$ cat src/rtl/simd_pkg.sv
// simd_pkg: shared opcode constants, sequencer state type and instruction
// field helpers used by simd_sequencer and its testbench.
package simd_pkg;

  localparam int OPCODE_WIDTH  = 4;
  localparam int MAX_INS_WIDTH = 64;

  localparam logic [OPCODE_WIDTH-1:0] HALT_OP = 4'hF;
  localparam logic [OPCODE_WIDTH-1:0] NOP_OP  = 4'h0;

  typedef enum logic [1:0] {
    IDLE,
    FETCH,
    ISSUE,
    DRAIN
  } seq_state_t;

  // The opcode occupies the top OPCODE_WIDTH bits of an ins_width-bit word;
  // callers pass the word zero-extended to MAX_INS_WIDTH.
  function automatic logic [OPCODE_WIDTH-1:0] opcode_of(
    input logic [MAX_INS_WIDTH-1:0] ins,
    input int unsigned              ins_width
  );
    return OPCODE_WIDTH'(ins >> (ins_width - OPCODE_WIDTH));
  endfunction

endpackage

$ cat src/rtl/simd_sequencer.sv
// simd_sequencer: fetches instructions from a synchronous instruction memory
// and issues one every two cycles to the SIMD datapath. A HALT opcode, an
// abort or a PC overflow stops issue; the block then waits 2*PIPE_DEPTH
// cycles for the datapath pipeline to drain and pulses done.
// Optional build macro SIMD_SEQ_PERF_CNT_EN adds cycle_count / ins_count.
module simd_sequencer
  import simd_pkg::*;
#(
  parameter int                      INS_ADDR_WIDTH = 8,
  parameter int                      OPCODE_WIDTH   = simd_pkg::OPCODE_WIDTH,
  parameter int                      ADDR_WIDTH     = 10,
  parameter logic [OPCODE_WIDTH-1:0] HALT_OP        = simd_pkg::HALT_OP,
  parameter int                      PIPE_DEPTH     = 3
) (
  input  logic                               clk,
  input  logic                               rstn,
  input  logic                               start,
  input  logic                               abort,
  input  logic [INS_ADDR_WIDTH-1:0]          base_pc,
  output logic [INS_ADDR_WIDTH-1:0]          imem_addr,
  input  logic [OPCODE_WIDTH+3*ADDR_WIDTH-1:0] imem_rdata,
  output logic [OPCODE_WIDTH+3*ADDR_WIDTH-1:0] ins_out,
  output logic                               ins_valid,
  output logic                               busy,
  output logic                               done,
`ifdef SIMD_SEQ_PERF_CNT_EN
  output logic [31:0]                        cycle_count,
  output logic [INS_ADDR_WIDTH:0]            ins_count,
`endif
  output logic                               err
);

  localparam int                INS_WIDTH  = OPCODE_WIDTH + 3*ADDR_WIDTH;
  localparam int                DRAIN_W    = $clog2(2*PIPE_DEPTH + 1);
  localparam logic [DRAIN_W-1:0] DRAIN_LOAD = DRAIN_W'(2*PIPE_DEPTH);

  seq_state_t                 r_state, w_state_nxt;
  logic [DRAIN_W-1:0]         r_drain_cnt, w_cnt_nxt;
  logic [INS_ADDR_WIDTH-1:0]  r_pc;
  logic [INS_WIDTH-1:0]       r_ins_out;
  logic                       r_ins_valid;
  logic                       r_busy;
  logic                       r_done;
  logic                       r_err;

  logic                       w_accept;
  logic                       w_issue;
  logic                       w_pc_inc;
  logic                       w_set_err;
  logic                       w_last_drain;
  logic [OPCODE_WIDTH-1:0]    w_opcode;

  assign w_opcode = opcode_of(MAX_INS_WIDTH'(imem_rdata), INS_WIDTH);

  // State register: next state and drain count come from the decode below.
  // NOTE: sequential state uses non-blocking (<=) so every flop samples
  // pre-edge values regardless of statement order.
  always_ff @(posedge clk or negedge rstn) begin
    if (!rstn) begin
      r_state     <= IDLE;
      r_drain_cnt <= '0;
    end else begin
      r_state     <= w_state_nxt;
      r_drain_cnt <= w_cnt_nxt;
    end
  end

  // Next-state decode: fetch/issue cadence, HALT/abort/overflow exits, drain.
  // NOTE: every signal gets a default before the case so no path leaves one
  // unassigned, which would otherwise infer a latch.
  always_comb begin
    w_state_nxt = r_state;
    w_cnt_nxt   = r_drain_cnt;
    w_accept    = 1'b0;
    w_issue     = 1'b0;
    w_pc_inc    = 1'b0;
    w_set_err   = 1'b0;
    case (r_state)
      IDLE: begin
        if (start) begin
          w_accept    = 1'b1;
          w_state_nxt = FETCH;
        end
      end
      FETCH: begin
        if (abort) begin
          w_state_nxt = DRAIN;
          w_cnt_nxt   = DRAIN_LOAD;
        end else begin
          w_state_nxt = ISSUE;
        end
      end
      ISSUE: begin
        if (abort || (w_opcode == HALT_OP)) begin
          w_state_nxt = DRAIN;
          w_cnt_nxt   = DRAIN_LOAD;
        end else begin
          w_issue = 1'b1;
          if (r_pc == '1) begin
            // Last address already issued: the PC must not wrap.
            w_set_err   = 1'b1;
            w_state_nxt = DRAIN;
            w_cnt_nxt   = DRAIN_LOAD;
          end else begin
            w_pc_inc    = 1'b1;
            w_state_nxt = FETCH;
          end
        end
      end
      DRAIN: begin
        w_cnt_nxt = r_drain_cnt - 1'b1;
        if (r_drain_cnt == DRAIN_W'(1)) begin
          w_state_nxt = IDLE;
        end
      end
      default: begin
        w_state_nxt = IDLE;
      end
    endcase
  end

  // done marks the final drain cycle; busy drops in that same cycle.
  assign w_last_drain = (w_state_nxt == DRAIN) && (w_cnt_nxt == DRAIN_W'(1));

  // Registered outputs: PC, issued instruction, status flags.
  always_ff @(posedge clk or negedge rstn) begin
    if (!rstn) begin
      r_pc        <= '0;
      r_ins_out   <= '0;
      r_ins_valid <= 1'b0;
      r_busy      <= 1'b0;
      r_done      <= 1'b0;
      r_err       <= 1'b0;
    end else begin
      if (w_accept) begin
        r_pc <= base_pc;
      end else if (w_pc_inc) begin
        r_pc <= r_pc + 1'b1;
      end
      if (w_accept) begin
        r_err <= 1'b0;
      end else if (w_set_err) begin
        r_err <= 1'b1;
      end
      r_ins_valid <= w_issue;
      r_ins_out   <= w_issue ? imem_rdata : '0;
      r_busy      <= (w_state_nxt != IDLE) && !w_last_drain;
      r_done      <= w_last_drain;
    end
  end

  assign imem_addr = r_pc;
  assign ins_out   = r_ins_out;
  assign ins_valid = r_ins_valid;
  assign busy      = r_busy;
  assign done      = r_done;
  assign err       = r_err;

`ifdef SIMD_SEQ_PERF_CNT_EN
  logic [31:0]               r_cycle_count;
  logic [INS_ADDR_WIDTH:0]   r_ins_count;

  // Performance counters: cleared on start, frozen once busy drops.
  always_ff @(posedge clk or negedge rstn) begin
    if (!rstn) begin
      r_cycle_count <= '0;
      r_ins_count   <= '0;
    end else if (w_accept) begin
      r_cycle_count <= '0;
      r_ins_count   <= '0;
    end else begin
      if (r_busy) begin
        r_cycle_count <= r_cycle_count + 1'b1;
      end
      if (r_ins_valid) begin
        r_ins_count <= r_ins_count + 1'b1;
      end
    end
  end

  assign cycle_count = r_cycle_count;
  assign ins_count   = r_ins_count;
`endif

endmodule

$ cat config.mk
export PLATFORM = sky130hd
export DESIGN_NAME = simd_sequencer
export DESIGN_NICKNAME = d
export VERILOG_FILES = /design/src/rtl/simd_pkg.sv /design/src/rtl/simd_sequencer.sv
export SDC_FILE = /design/constraint.sdc
export NUM_CORES = 1
export LEC_CHECK = 0
export ABC_AREA = 1
export BUFFER_PORTS_ARGS = -buffer_cell sky130_fd_sc_hd__buf_2
export CAP_MARGIN = 20
export CORE_UTILIZATION = 25
export CTS_CLUSTER_DIAMETER = 100
export DETAILED_ROUTE_END_ITERATION = 10
export SLEW_MARGIN = 10
export SYNTH_ARGS = -nofsm -noshare
export SYNTH_HDL_FRONTEND = slang
export SYNTH_SLANG_ARGS = --single-unit
$ cat constraint.sdc
create_clock -name clk -period 1.75 [get_ports clk]
set_input_delay 0.525 -clock clk [delete_from_list [all_inputs] [get_ports clk]]
set_output_delay 0.525 -clock clk [all_outputs]
set_load 0.01 [all_outputs]
### Yosys cells after proc, flatten, opt, wreduce, memory -nomap -nowiden

Cells that the tools add are included.

* reductions and logical operators: 8
* mux-type cells: 25
* $add $sub $neg: 2
* equal/unequal tests: 8

Operators with widths (number)
* $mux 34: 1
* $mux 8: 2
* $mux 1: 13
* $mux 3: 3
* $pmux 3 s3: 1
* $add 8x1->8 const B: 1
* $eq 8x8->1 const B: 1
* $mux 2: 4
* $pmux 2 s4: 1
* $eq 2x2->1 const B: 3
* $eq 3x1->1 const B: 2
* $reduce_bool 2->1: 3
* $eq 4x4->1 const B: 1
* $sub 3x1->3 const B: 1
* $eq 2x1->1 const B: 1
* $logic_and 1x1->1: 2
* $logic_not 2->1: 1
* $logic_not 1->1: 1
* $logic_or 1x1->1: 1

* input port bits: 46
* word-level logic and storage cells: 51
* bits in registers: 51
* output and inout bits: 46

### Longest topological paths before layout

Gate-level depths: netlist of run 1.

* depth in word-level cells: 8
* mapped depth: 11
* gate-level depth less buffers: 11

### Least setup slack after synthesis of run 1

Ideal clock, no wire load.

* path kind: flip-flop to flip-flop
* start: register r_pc[0] (netlist: imem_addr[0])
* end: register r_busy (netlist: busy)
* buffers on the path: 0
* slack: 0.214 ns
* period minus slack after synthesis: 1.536 ns
* library setup time: 0.118 ns
* required time: 1.632 ns
* stages on the path, launching flop included: 10
* arrival time: 1.418 ns
* path through: dfrtp_1 -> ha_1 -> nand2_1 -> nor2_2 -> nand2_2 -> nand3_2 -> a21oi_2 -> nand2_2 -> nor2_2 -> nor2_2

* longest elaborated chain between the ends: 8
* elaborated cells between the ends (all ways): 13
* those cells by class: eq/ne: 3; mux: 6; reduce/logical: 4

Ends and longest elaborated chain
* start, declared: RTL line simd_sequencer.sv:39 `logic [INS_ADDR_WIDTH-1:0] r_pc;`
* start signal, assigned: RTL line simd_sequencer.sv:136 `r_pc <= base_pc;`
* start signal, assigned: RTL line simd_sequencer.sv:138 `r_pc <= r_pc + 1'b1;`
* $eq 8x8->1: RTL line simd_sequencer.sv:99 `if (r_pc == '1) begin`
* $mux 3: RTL line simd_sequencer.sv:99
* $mux 3: RTL line simd_sequencer.sv:94 `if (abort || (w_opcode == HALT_OP)) begin`
* $pmux 3 s3: RTL line simd_sequencer.sv:78 `case (r_state)`
* net w_cnt_nxt[0]: RTL line simd_sequencer.sv:38 `logic [DRAIN_W-1:0] r_drain_cnt, w_cnt_nxt;`
* $eq 3x1->1: RTL line simd_sequencer.sv:123 `assign w_last_drain = (w_state_nxt == DRAIN) && (w_cnt_nxt == DRAIN_W'(1));`
* $logic_and 1x1->1: RTL line simd_sequencer.sv:123
* net w_last_drain: RTL line simd_sequencer.sv:50 `logic w_last_drain;`
* $logic_not 1->1: RTL line simd_sequencer.sv:147 `r_busy <= (w_state_nxt != IDLE) && !w_last_drain;`
* $logic_and 1x1->1: RTL line simd_sequencer.sv:147
* end signal, assigned: RTL line simd_sequencer.sv:147
* end, declared: RTL line simd_sequencer.sv:42 `logic r_busy;`

The timed path passes the listed nets, and every way through them passes these cells.
A chain may end at the register's enable or synchronous reset.

### Worst setup path in the final report of run 1

Ends and elaborated chain as after synthesis.

==> results of run 1 <==
## metrics by stage
stage,util,cell area (µm²),total power [W],hold WS (ns),std cells
global route,0.3471,2895,0.004093,0.2039,450
floorplan,-,2178,0.002598,0.2294,245
global placement,0.3338,2784,0.003060,0.5119,441
detailed placement,0.3338,2784,0.003084,0.5283,441
finish,0.3471,2895,0.003752,0.1926,450
CTS,0.3444,2873,0.003763,0.2071,449
## sequential cells by signal, indices dropped and copies added (netlist names)
register / count
r_drain_cnt: 3
busy: 1
ins_out: 34
imem_addr: 8
err: 1
done: 1
r_state: 2
ins_valid: 1
## cell type report
| type | instances | area (µm²) |
|---|---|---|
| flip-flops and latches | 51 | 1276 |
| fillers | 877 | 5445 |
| clock inverters | 3 | 20.02 |
| repair buffers | 97 | 513.0 |
| inverters | 50 | 187.7 |
| clock buffers | 5 | 68.82 |
| multi-input cells | 139 | 698.2 |
| well taps | 105 | 131.4 |
## report_power, final
part | internal, W | leakage, nW | switching (W)
registers | 0.00143 | 0.668 | 0.000185
logic | 0.000592 | 1.00 | 0.000879
clock network | 0.000279 | 0.0402 | 0.000386
## layer usage
layer	up-vias	global-route usage
li1	920	-
met1	820	0.1235
met2	61	0.1851
met3	7	0.03987
met4	0	0.03914
met5	-	0
## path summary, 6_finish.rpt
kind	from	endpoint	slack, ns	cells after the start
hold reg to reg	err	err	0.54	2
hold / removal	rstn	ins_out[25]	0.19	2
min in group clk	imem_rdata[13]	ins_out[13]	0.42	3
setup reg to reg	imem_addr[0]	busy	0.15	9
setup / recovery	imem_addr[0]	busy	0.15	9
max in group asynchronous	rstn	ins_out[19]	1.31	2
## what timing repair did
item / in CTS / in global routing
setup endpoints to repair: 0 / 6
hold buffers: 0 / 0
resized for setup: 0 / 2
hold endpoints to repair: 0 / 0
buffers inserted: 0 / 1
## layout by cell type, fill, tap and decap left out, drive strengths merged
cell,n
buf,97
ha,3
o22ai,2
nand2,34
nor3,7
clkinv,2
clkbuf,5
nand3,9
nor2,65
a21oi,5
dfrtp,51
or2,3
inv,49
clkinvlp,2
a31oi,2
o21ai,8
nand3b,1
## kinds of logic after synthesis
logic type / after synthesis / share of synthesized area
buffers and inverters: 55 / 0.1005
DFF: 51 / 0.5859
AOI/OAI and AO/OA: 17 / 0.04825
and+or+nand+nor: 119 / 0.2481
adders and majority gates: 3 / 0.01723
==> impl_results.md, run 1 <==
- Largest net degree at the start of global routing: 52
- Vias per cell: 4.018
- Critical Path AT: 1.79 ns
- WL met2: 2197 µm
- Die height: 95.35 µm
- Least-Margin Pin Slew: 0.3347 ns
- Post-route minimum period: between 1.5 and 2 ns
- Cell Chain, Critical Path: ha_1 -> nand2_1 -> nor2_2 -> nand2_2 -> nand3_4 -> a21oi_4 -> nand2_2 -> nor2_2 -> nor2_2
- Critical path launch point type: flip-flop
- Post-Syn Nets: 294
- Post-synth top area cell: dfrtp_1
- Detail Route Antenna Nets: 0
- Post-DP HPWL: 3657 µm
- Post-Syn Instances: roughly 250
- EDFF count, synth: 0
- Top cells by area, synth: dfrtp_1 (59%), nor2_1 (10%), inv_1 (7.9%)
- Crit path kind: reg -> reg
- CP max FO: 6
- Seq cells post-synth: between 50 and 60
- Clock transition at path regs: 0.09 ns
- Cell repeated most along the worst path: nor2_2
- Setup violators final: 0
- Yosys top cell area share: 0.5859
- Crit path required time: around 1.9 ns
- Share of layout cells above drive strength 1: 0.3826
- P&R area growth vs syn: 32.91%
- Clk root buf: clkbuf_8
- M1 WL: between 2000 and 2500 µm
- Drt wl/cell: 10.57 µm
- Core Rows: 33
- I/O Pins: 92
- Worst Setup End Kind: flip-flop
- Num CTS Buffers: 5
- Inserted Diodes: 0
- Status: completed
- Clock Skew: approximately 0.008 ns
- Worst setup margin: 0.1488 ns
- Register area share after synthesis: 0.5859
- First-pass GRT wire length: about 7500 µm
- Commonest cells post-synth: nor2_1 (58), dfrtp_1 (51), inv_1 (46)
- PD cells: 1296 nW/µm²
- Core area: about 8300 µm²
- CTS sink cnt: 51
- Grt ovf: 0
- DP Worst Slack: 0.09717 ns
- Die Area: 9091 µm²
- DR vias: 1,808
- Max-Cap Viols: 0
- Buf/Inv on CP: 0
- Met3 WL: 384 µm
- CTS tree: built
- H-tree depth: 2
- DRC: 0
- GRT Total Usage: 0.1085
- RSZ-0062 raised after global routing: false
- Drt total wl: 4756 µm
- TritonRoute pass-1 iters: 4
- Post-synthesis instance area: 2178 µm²
- Final hold vios: 0
- Number of global-route vias before repair: 1,708
- Maximum VDD drop: 377.7 µV
- Initial Utilization: 0.2612
- DR iter-0 viols: 33
- Top delay family on crit path: simple AND/OR/NAND/NOR gates
- Worst slew margin: 0.7752
- Top_reg_cell synth: dfrtp_1
- TNS Setup: 0 ns
- Leak: around 1.7 nW
- CP max stage cell: dfrtp_1
- Class of the worst hold path: in -> async
- Pins Over Slew Limit: 0
- Die W: 95.35 µm
- Tcrit/Tclk final: 0.9150
- Top-count cell post-synth: nor2_1
- Routability cong.: between 0.7 and 0.8
- I/O Buffers: 91
- Clock latency on the worst-skew pair: 0.30 ns
- Syn Area/Cell: slightly below 9 µm²
- Yosys warnings: 0
- Cell variety after synth: 28
- Critical Path Max Stage Delay: 0.42 ns
- Top Layer Used: met4
- Asr flop ratio synth: 1.000
- Post-layout net count: roughly 400
- Fmax: 624.5 MHz
- Initial antenna violation count: 0
- Clock Path Buffers: 2
No activity file was read; power rests on OpenSTA's default activity.
==> run 2, diff against run 1 <==
--- a/config.mk
+++ b/config.mk
@@ -5,9 +5,9 @@
 export SDC_FILE = /design/constraint.sdc
 export NUM_CORES = 1
 export LEC_CHECK = 0
-export ABC_AREA = 1
 export BUFFER_PORTS_ARGS = -buffer_cell sky130_fd_sc_hd__buf_2
 export CAP_MARGIN = 20
+export CORE_ASPECT_RATIO = 1.2
 export CORE_UTILIZATION = 25
 export CTS_CLUSTER_DIAMETER = 100
 export DETAILED_ROUTE_END_ITERATION = 10
==> impl_results.md, run 2 <==
- Status: finished with violations
- Failing checks: DRC
- Most common cell after layout, fill and taps aside: buf_2
- Max reg flops: 34
- Crit path required time: 1.94 ns
- Number of global-route vias before repair: 1,556
- Overall Power: 0.003311 W
- DP Worst Slack: -0.02554 ns
- Post-route minimum period: 1.668 ns
- Post-CTS Resized: 0
- Post-placement cell area: ~2700 µm²
- TNS Setup: 0 ns
- TritonRoute pass-1 iters: 8
- Clock Skew: 0.005038 ns
- Core Rows: 35
- Inserted Diodes: 0
- CTS sink cnt: 51
- I/O Pins: 92
- Setup bufs post-CTS: 0
- DR vias: 1,550
- Worst setup margin: ~0.082 ns
- Vias per cell: ~4.3
- Hold buffers post-CTS: 0
- Post-DP HPWL: 3428 µm
- Initial antenna violation count: 0
- Top-count cell post-synth: dfrtp_1
- RSZ-0062 raised after global routing: true
- Cell variety after synth: 35
- Internal: between 0.002 and 0.0025 W
- Post-Syn Nets: roughly 220
- Post-synthesis instance area: 2052 µm²
- Clk root buf: clkbuf_8
- Clock transition at path regs: 0.09 ns
- Least-Margin Pin Slew: 0.2838 ns
- Post-synth top area cell: dfrtp_1
- Share of layout cells above drive strength 1: 0.4407
- EDFF count, synth: 0
- DRC: 11
- Largest net degree at the start of global routing: 52
- Die height: 101.2 µm
- Syn Area/Cell: 12.07 µm²
- Max-Cap Viols: 0
- Final hold vios: 0
- Drt wl/cell: around 13 µm
- Yosys top cell area share: 0.6220
- Clock latency on the worst-skew pair: 0.29 ns
- H-tree depth: 2
- CP max FO: 5
- Routability cong.: approximately 0.83
- Clock Path Buffers: 2
- Seq cells post-synth: a little over 50
- Crit path kind: reg -> reg
- DR iter-0 viols: 54
- Pins Over Slew Limit: 0
- Clock power frac: 0.196
- Fmax: approximately 600 MHz
- GRT Total Usage: 0.1128
- Die Area: 8576 µm²
- Sequential fraction of design power: 0.484
- Post-layout net count: 318
- Die W: 84.71 µm
- Setup violators final: 0
- Worst slew margin: 0.8092
- P&R area growth vs syn: 34.09%
- Leading cell types in the layout, fill and taps excluded: buf_2 (91), dfrtp_1 (50), and2_1 (34), nand2_1 (12)
- Critical path launch point type: flip-flop
- Num CTS Buffers: 5
- Initial Utilization: 0.2632
- Grt ovf: 0
- Comb power frac: 0.320
- First-pass GRT wire length: 7541 µm
- Reg2Reg Depth: 6
- Reg2reg setup slack: 0.08 ns
- Commonest cells post-synth: dfrtp_1 (51), and2_1 (34), nand2_1 (12)
- Top cells by area, synth: dfrtp_1 (62%), and2_1 (10%), nand2_1 (2.2%)
- FILL cells: 812
- Tcrit/Tclk final: 0.9532
- Fin area: approximately 2800 µm²
- Asr flop ratio synth: 1.000
- CTS tree: built
- P_sw: between 0.001 and 0.0015 W
- Class of the worst hold path: in -> async
- Yosys warnings: 0
- Post-Syn Instances: between 150 and 200
- Register area share after synthesis: 0.6220
- Leak: 1.447 nW
- Core area: around 7800 µm²
- Top_reg_cell synth: dfrtp_1
- PD cells: 1203 nW/µm²
- Fin Hold WS: 0.2096 ns
- Maximum VDD drop: 541.9 µV
- Critical Path AT: 1.85 ns
- Net Sw Frac: 0.3364
- Drt total wl: 4587 µm
- I/O Buffers: 91
- Worst Setup End Kind: flip-flop
- Detail Route Antenna Nets: 0
## run 2: changes by cell type in the layout (fill, tap and decap cells not counted), sizes merged, moves of 6 or more
cell,previous run,this run
nor2,65,5
nand3,9,3
and2,0,35
inv,49,2
nor3,7,1
nor2b,0,6
nand2,34,12
## run 2: worst max-delay path, cell delays in order (launching register included)
cell and delay, ns:
dfrtp_1 0.40, ha_1 0.23, and4_4 0.19, and2_4 0.18
nor4_2 0.34, xnor2_1 0.16, o21ai_1 0.07
## run 2: metal layers
| metal | share of wire | wire, µm | GRT usage |
|---|---|---|---|
| met1 | 0.45 | 2083 | 0.1498 |
| met2 | 0.47 | 2136 | 0.1832 |
| met3 | 0.067 | 307 | 0.02689 |
| met4 | 0.013 | 59 | 0.03520 |
| met5 | 0 | 0 | 0 |
## run 2: worst paths after layout
kind	startpoint	end
setup / recovery	imem_addr[0]	imem_addr[5]
setup reg to reg	imem_addr[0]	imem_addr[5]
max in group asynchronous	rstn	r_state[0]
min in group clk	imem_rdata[26]	ins_out[26]
hold reg to reg	err	err
hold / removal	rstn	ins_out[15]
## run 2: final cells by class
cell class                 instances  area [µm²]  share of cell area
sequential                        51        1277              0.4643
multi-input combinational        109       730.7              0.2656
timing repair buffer             100       535.5              0.1946
tap                               92       115.1             0.04184
clock buffer                       6       72.57             0.02638
clock inverter                     2       12.51            0.004548
inverter                           2       7.507            0.002729
## run 2: logic make-up (layout without fill, tap and decap cells)
| logic type | after synthesis | in the layout | share of synthesized area |
|---|---|---|---|
| adder cells (fa/ha/maj) | 3 | 3 | 0.01829 |
| buffers and inverters | 10 | 110 | 0.02195 |
| AND/OR/NAND/NOR | 74 | 74 | 0.2293 |
| multiplexers | 1 | 1 | 0.004878 |
| AO/OA/AOI/OAI | 25 | 25 | 0.07805 |
| flip-flops | 51 | 51 | 0.6219 |
| XOR/XNOR | 6 | 6 | 0.02561 |
## run 2: through the flow
stage | utilization | cells
6_report | 0.3530 | 362
5_1_grt | 0.3530 | 362
4_1_cts | 0.3528 | 362
3_5_place_dp | 0.3419 | 354
3_3_place_gp | 0.3419 | 354
2_1_floorplan | - | 170
## run 2: power by group through the flow
stage | Combinational, W | Sequential (W) | Clock [W]
floorplan | 0.000552 | 0.00167 | 0
detailed placement | 0.00108 | 0.00162 | 0
global placement | 0.00105 | 0.00162 | 0
CTS | 0.00108 | 0.00160 | 0.000692
global route | 0.00120 | 0.00164 | 0.000748
finish | 0.00106 | 0.00160 | 0.000649
